<file path="src/rtl/deser_8_pkg.sv">
// Shared constants and state encoding for the 8-bit serial-to-parallel converter.
package deser_8_pkg;

    localparam int unsigned BYTE_W = 8;
    localparam int unsigned CNT_W  = 3;

    // bit_count value at which the next accepted bit completes the byte
    localparam logic [CNT_W-1:0] LAST_BIT = 3'd7;

    typedef enum logic {
        StCollect = 1'b0,
        StFull    = 1'b1
    } state_e;

endpackage

</file>
<file path="src/rtl/deser_8_if.sv">
// Handshake bundle for deser_8.
//   master : producer/consumer side (drives in, in_valid, out_ready)
//   slave  : the deserializer (drives in_ready, out, out_valid, any, bit_count)
interface deser_8_if;
    import deser_8_pkg::*;

    logic              in;
    logic              in_valid;
    logic              in_ready;
    logic [BYTE_W-1:0] out;
    logic              out_valid;
    logic              out_ready;
    logic              any;
    logic [CNT_W-1:0]  bit_count;

    modport master (
        output in, in_valid, out_ready,
        input  in_ready, out, out_valid, any, bit_count
    );

    modport slave (
        input  in, in_valid, out_ready,
        output in_ready, out, out_valid, any, bit_count
    );

endinterface

</file>
<file path="src/rtl/or_8_way.sv">
// 8-input OR reduction.
//   a_i : 8-bit operand
//   y_o : 1 when any bit of a_i is set
module or_8_way (
    input  logic [7:0] a_i,
    output logic       y_o
);

    assign y_o = |a_i;

endmodule

</file>
<file path="src/rtl/deser_8.sv">
// Serial-to-parallel converter: collects 8 bits LSB first, then holds the byte
// until the consumer takes it. Input is stalled while a byte is held.
//   clk   : clock, rising edge
//   reset : synchronous, active-high
//   bus   : deser_8_if slave port (in/in_valid/in_ready, out/out_valid/out_ready,
//           any = OR of out, bit_count = bits gathered so far)
module deser_8
    import deser_8_pkg::*;
(
    input logic      clk,
    input logic      reset,
    deser_8_if.slave bus
);

    state_e            state_q, state_d;
    logic [CNT_W-1:0]  bit_count_q, bit_count_d;
    logic [BYTE_W-1:0] out_q, out_d;
    logic              any_w;

    always_comb begin
        state_d     = state_q;
        bit_count_d = bit_count_q;
        out_d       = out_q;
        unique case (state_q)
            StCollect: begin
                if (bus.in_valid) begin
                    // Shift in from the top: after 8 shifts the first bit sits in out[0].
                    out_d = {bus.in, out_q[BYTE_W-1:1]};
                    if (bit_count_q == LAST_BIT) begin
                        bit_count_d = '0;
                        state_d     = StFull;
                    end else begin
                        bit_count_d = bit_count_q + 1'b1;
                    end
                end
            end
            StFull: begin
                // Consume only; no bit is accepted in the same cycle.
                if (bus.out_ready) begin
                    state_d = StCollect;
                end
            end
            default: state_d = StCollect;
        endcase
    end

    always_ff @(posedge clk) begin
        if (reset) begin
            state_q     <= StCollect;
            bit_count_q <= '0;
            out_q       <= '0;
        end else begin
            state_q     <= state_d;
            bit_count_q <= bit_count_d;
            out_q       <= out_d;
        end
    end

    or_8_way u_or_8_way (
        .a_i (out_q),
        .y_o (any_w)
    );

    assign bus.in_ready  = (state_q == StCollect);
    assign bus.out_valid = (state_q == StFull);
    assign bus.out       = out_q;
    assign bus.bit_count = bit_count_q;
    assign bus.any       = any_w;

endmodule

</file>
<file path="src/flat_wrapper.sv">
// flat-port wrapper written by rule: the top's interface ports become plain ports
module deser_8_flat import deser_8_pkg::*;
  (clk, reset, bus_in, bus_in_valid, bus_out_ready, bus_in_ready, bus_out, bus_out_valid, bus_any, bus_bit_count);
  deser_8_if bus_i ();
  input logic clk;
  input logic reset;
  input wire logic [$bits(bus_i.in)-1:0] bus_in;
  input wire logic [$bits(bus_i.in_valid)-1:0] bus_in_valid;
  input wire logic [$bits(bus_i.out_ready)-1:0] bus_out_ready;
  output wire logic [$bits(bus_i.in_ready)-1:0] bus_in_ready;
  output wire logic [$bits(bus_i.out)-1:0] bus_out;
  output wire logic [$bits(bus_i.out_valid)-1:0] bus_out_valid;
  output wire logic [$bits(bus_i.any)-1:0] bus_any;
  output wire logic [$bits(bus_i.bit_count)-1:0] bus_bit_count;
  assign bus_i.in = bus_in;
  assign bus_i.in_valid = bus_in_valid;
  assign bus_i.out_ready = bus_out_ready;
  assign bus_in_ready = bus_i.in_ready;
  assign bus_out = bus_i.out;
  assign bus_out_valid = bus_i.out_valid;
  assign bus_any = bus_i.any;
  assign bus_bit_count = bus_i.bit_count;
  deser_8 u_core (.clk(clk), .reset(reset), .bus(bus_i));
endmodule
</file>
<file path="config.mk">
export PLATFORM = sky130hd
export DESIGN_NAME = deser_8_flat
export DESIGN_NICKNAME = d
export VERILOG_FILES = /design/src/rtl/deser_8_pkg.sv /design/src/rtl/deser_8_if.sv /design/src/rtl/or_8_way.sv /design/src/rtl/deser_8.sv /design/src/flat_wrapper.sv
export SDC_FILE = /design/constraint.sdc
export NUM_CORES = 1
export LEC_CHECK = 0
export CAP_MARGIN = 30
export CORE_AREA = 10 10 47 49
export DETAILED_ROUTE_END_ITERATION = 6
export DIE_AREA = 0 0 57 59
export PLACE_DENSITY = 0.67
export SYNTH_ARGS = -nofsm -noshare
export SYNTH_HDL_FRONTEND = slang
export SYNTH_HIERARCHICAL = 1
export SYNTH_SLANG_ARGS = --single-unit
</file>
<file path="constraint.sdc">
create_clock -name clk -period 1.2 [get_ports clk]
set_input_delay 0.12 -clock clk [delete_from_list [all_inputs] [get_ports clk]]
set_output_delay 0.12 -clock clk [all_outputs]
set_load 0.05 [all_outputs]
</file>
==> flow_metrics.env <==
export IMPL_status="finished with violations"
export IMPL_failed_checks="setup timing"
export IMPL_drt_wl_total_um=1370
export IMPL_fp_dieH_um=59
export IMPL_clock_sinks=12
export IMPL_grt_pass1_vias=456
export IMPL_fin_crit_sh_pct=107
export IMPL_drc=0
export IMPL_core_um2=1400
export IMPL_hold_class="in -> reg"
export IMPL_start_kind="register"
export IMPL_end_kind="output port"
export IMPL_antenna_found_initial=0
export IMPL_fin_area_um2=953
export IMPL_clk_latency_ns=0.27
export IMPL_fin_util_pct=68.0
export IMPL_drt_first_iter_violations=10
export IMPL_hold_start="bus_in"
export IMPL_finalSetupViolCount=1
export IMPL_crit_path_start="u_core/bus.out[4]$_SDFFE_PP0P_"
export IMPL_crit_fanout=2
export IMPL_sw_frac_of_total_pct=25.8
export IMPL_rows=14
export IMPL_pin_count=19
export IMPL_fin_crit_ns=1.29
export IMPL_clockRootBuffer="clkbuf_4"
export IMPL_initial_core_util_pct=35.0
export IMPL_worstPathArrival_ns=1.17
export IMPL_vias=456
export IMPL_yosys_warnings=6
export IMPL_max_cap_viol_count=0
export IMPL_gr_usage_all_layers_pct=8.63
export IMPL_yosysTopAreaCell="dfxtp_1"
export IMPL_synthDistinctLibCells=15
export IMPL_place_congestion=0.714
export IMPL_cts_tree="yes"
export IMPL_firstDrtPassIters=4
export IMPL_syn_inst=58
export IMPL_hpwl_um=1030
export IMPL_routedWlPerCell_um=13.7
export IMPL_cts_max_level=1
export IMPL_clock_power_share_pct=34.7
export IMPL_seq_area_frac_synth_pct=49.0
export IMPL_power_switching_uw=234
export IMPL_total_power_uw=908
export IMPL_area_delta_synth_final_pct=94.4
export IMPL_finClkSkew_ns=0.00123
export IMPL_leakage_uw=0.000388
export IMPL_syn_area_um2=490
export IMPL_path_class="reg -> out"
export IMPL_clk_path_buf_depth=2
export IMPL_grt_pass1_wl_um=2240
export IMPL_grt_max_degree=13
export IMPL_synth_area_leaders="dfxtp_1 (49%), nand2_1 (16%), a21oi_1 (8.2%), ha_1 (5.1%), a21oi_2 (3.6%)"
export IMPL_grt_overflow_total=0
export IMPL_cp_data_required_time_ns=1.08
export IMPL_antenna_cells=0
export IMPL_nNetsFinal=92
export IMPL_avgSynthCellArea_um2=8.46
export IMPL_max_stage_delay_ns=0.35
export IMPL_slew_viol_final=0
export IMPL_fmax_mhz=776
export IMPL_clk_pin_slew_ns=0.07
export IMPL_ant_nets=0
export IMPL_ys_ff_latch=12
export IMPL_yosysTopAreaCellShare_pct=49.0
export IMPL_worst_path_buf_inv=1
export IMPL_finalHoldViolations=0
export IMPL_holdWs_ns=0.402
export IMPL_numCtsBuffers=3
export IMPL_die_area_um2=3360
export IMPL_viasPerCell=4.56
export IMPL_place_area_um2=870
export IMPL_layout_setup_ws_ns=-0.0879
export IMPL_worstMarginPinSlew_ns=0.270
export IMPL_p_seq_share_pct=46.2
export IMPL_combPwrFrac_pct=19.1
export IMPL_vdd_drop_max_mv=0.599
export IMPL_worstReg2RegStart="u_core/bus.bit_count[0]$_SDFFE_PP0P_"
export IMPL_power_density_nw_per_um2=952
export IMPL_synth_nets=65
export IMPL_p_int_uw=674
export IMPL_drive_above_1_share_pct=47.6
export IMPL_rsz0062_at_grt="true"
export IMPL_path_delay_family="simple AND/OR/NAND/NOR gates"
export IMPL_chipWidth_um=57
export IMPL_numPortBuffers=18
export IMPL_tns_ns=-0.0879
export IMPL_crit_path_top_delay_cell="dfxtp_4"
export IMPL_slew_headroom_pct=82.0
export IMPL_worstPathCellList="nor4_4, nand2_2, buf_6"
==> metal layers <==
layer	track usage (%)	wire length, µm	vias up
met5	0	0	-
li1	-	-	241
met3	6.01	115	0
met2	13.2	700	11
met1	9.24	558	204
met4	3.02	0	0
==> final timing paths <==
check	endpoint	slack, ns	cells after the start
worst min register to register	u_core/bus.bit_count[2]$_SDFFE_PP0P_	0.50	2
worst max register to register	u_core/bus.bit_count[0]$_SDFFE_PP0P_	0.09	5
worst max-delay path	bus_any	-0.09	3
worst min-delay path	u_core/bus.out[7]$_SDFFE_PP0P_	0.40	3
==> synthesized netlist by cell type <==
master,number
nand2_1,21
a21oi_2,2
dfxtp_1,12
nor2_1,3
mux2i_1,1
inv_1,1
a21oi_1,8
a2bb2oi_1,1
nor4_1,2
nand2b_1,1
ha_1,2
nor2b_4,1
buf_4,1
clkbuf_1,1
buf_6,1
==> per-stage QoR <==
step | setup slack [ns] | cells
finish | -0.0879 | 100
global route | -0.139 | 100
floorplan | 0.00542 | 58
global placement | 0.0131 | 95
detailed placement | -0.0319 | 95
CTS | -0.0673 | 100
==> cells by family (layout without fill, tap and decap cells) <==
| family | count (synthesis) | after routing | share of synthesized area [%] |
|---|---|---|---|
| mux | 1 | 1 | 2.04 |
| simple gates | 28 | 28 | 25.0 |
| compound gates | 11 | 11 | 13.5 |
| buf+inv | 4 | 30 | 5.36 |
| fa+ha+maj | 2 | 2 | 5.10 |
| flops | 12 | 12 | 49.0 |
==> flip-flops by register name, indices dropped and copies added (netlist names) <==
register and count:
u_core/bus.out 8, u_core/bus.bit_count 3, u_core/bus.out_valid 1
==> layout by cell type, fill, tap and decap left out <==
cell	count
a21oi_1	8
a21oi_2	2
a2bb2oi_1	1
buf_12	14
buf_4	6
buf_6	1
clkbuf_4	3
clkbuf_8	1
clkdlybuf4s50_1	4
dfxtp_1	4
dfxtp_2	5
dfxtp_4	3
ha_1	2
inv_1	1
mux2i_1	1
nand2_1	20
nand2_2	1
nand2b_2	1
nor2_1	3
nor2b_4	1
nor4_4	2
==> area by class of cell <==
class	instances	area, µm²
timing repair buffer	25	377
inverter	1	3.75
sequential	12	258
clock buffer	4	36.3
fill	109	448
multi-input combinational	42	259
tap	16	20.0
==> power groups by stage <==
stage / combinational (µW) / sequential, µW / clock [µW]
after CTS: 171 / 419 / 327
after global routing: 184 / 421 / 359
after floorplan: 55.0 / 460 / 0
after global placement: 165 / 432 / 0
final: 173 / 420 / 315
after detailed placement: 167 / 433 / 0
==> worst register-to-register path: stages, from the launching register on <==
cell     delay (ns)
dfxtp_4        0.37
ha_1           0.20
ha_1           0.19
nor2_1         0.09
mux2i_1        0.10
nor2_1         0.09
==> what timing repair did <==
| item | CTS | global route |
|---|---|---|
| hold buffers | 0 | 0 |
| pin swaps | 2 | 0 |
| gates cloned | 0 | 0 |
| setup buffers | 1 | 0 |
| gates resized for setup | 7 | 3 |
| endpoints found under the setup margin | 1 | 4 |
No activity file was read; power rests on OpenSTA's default activity.
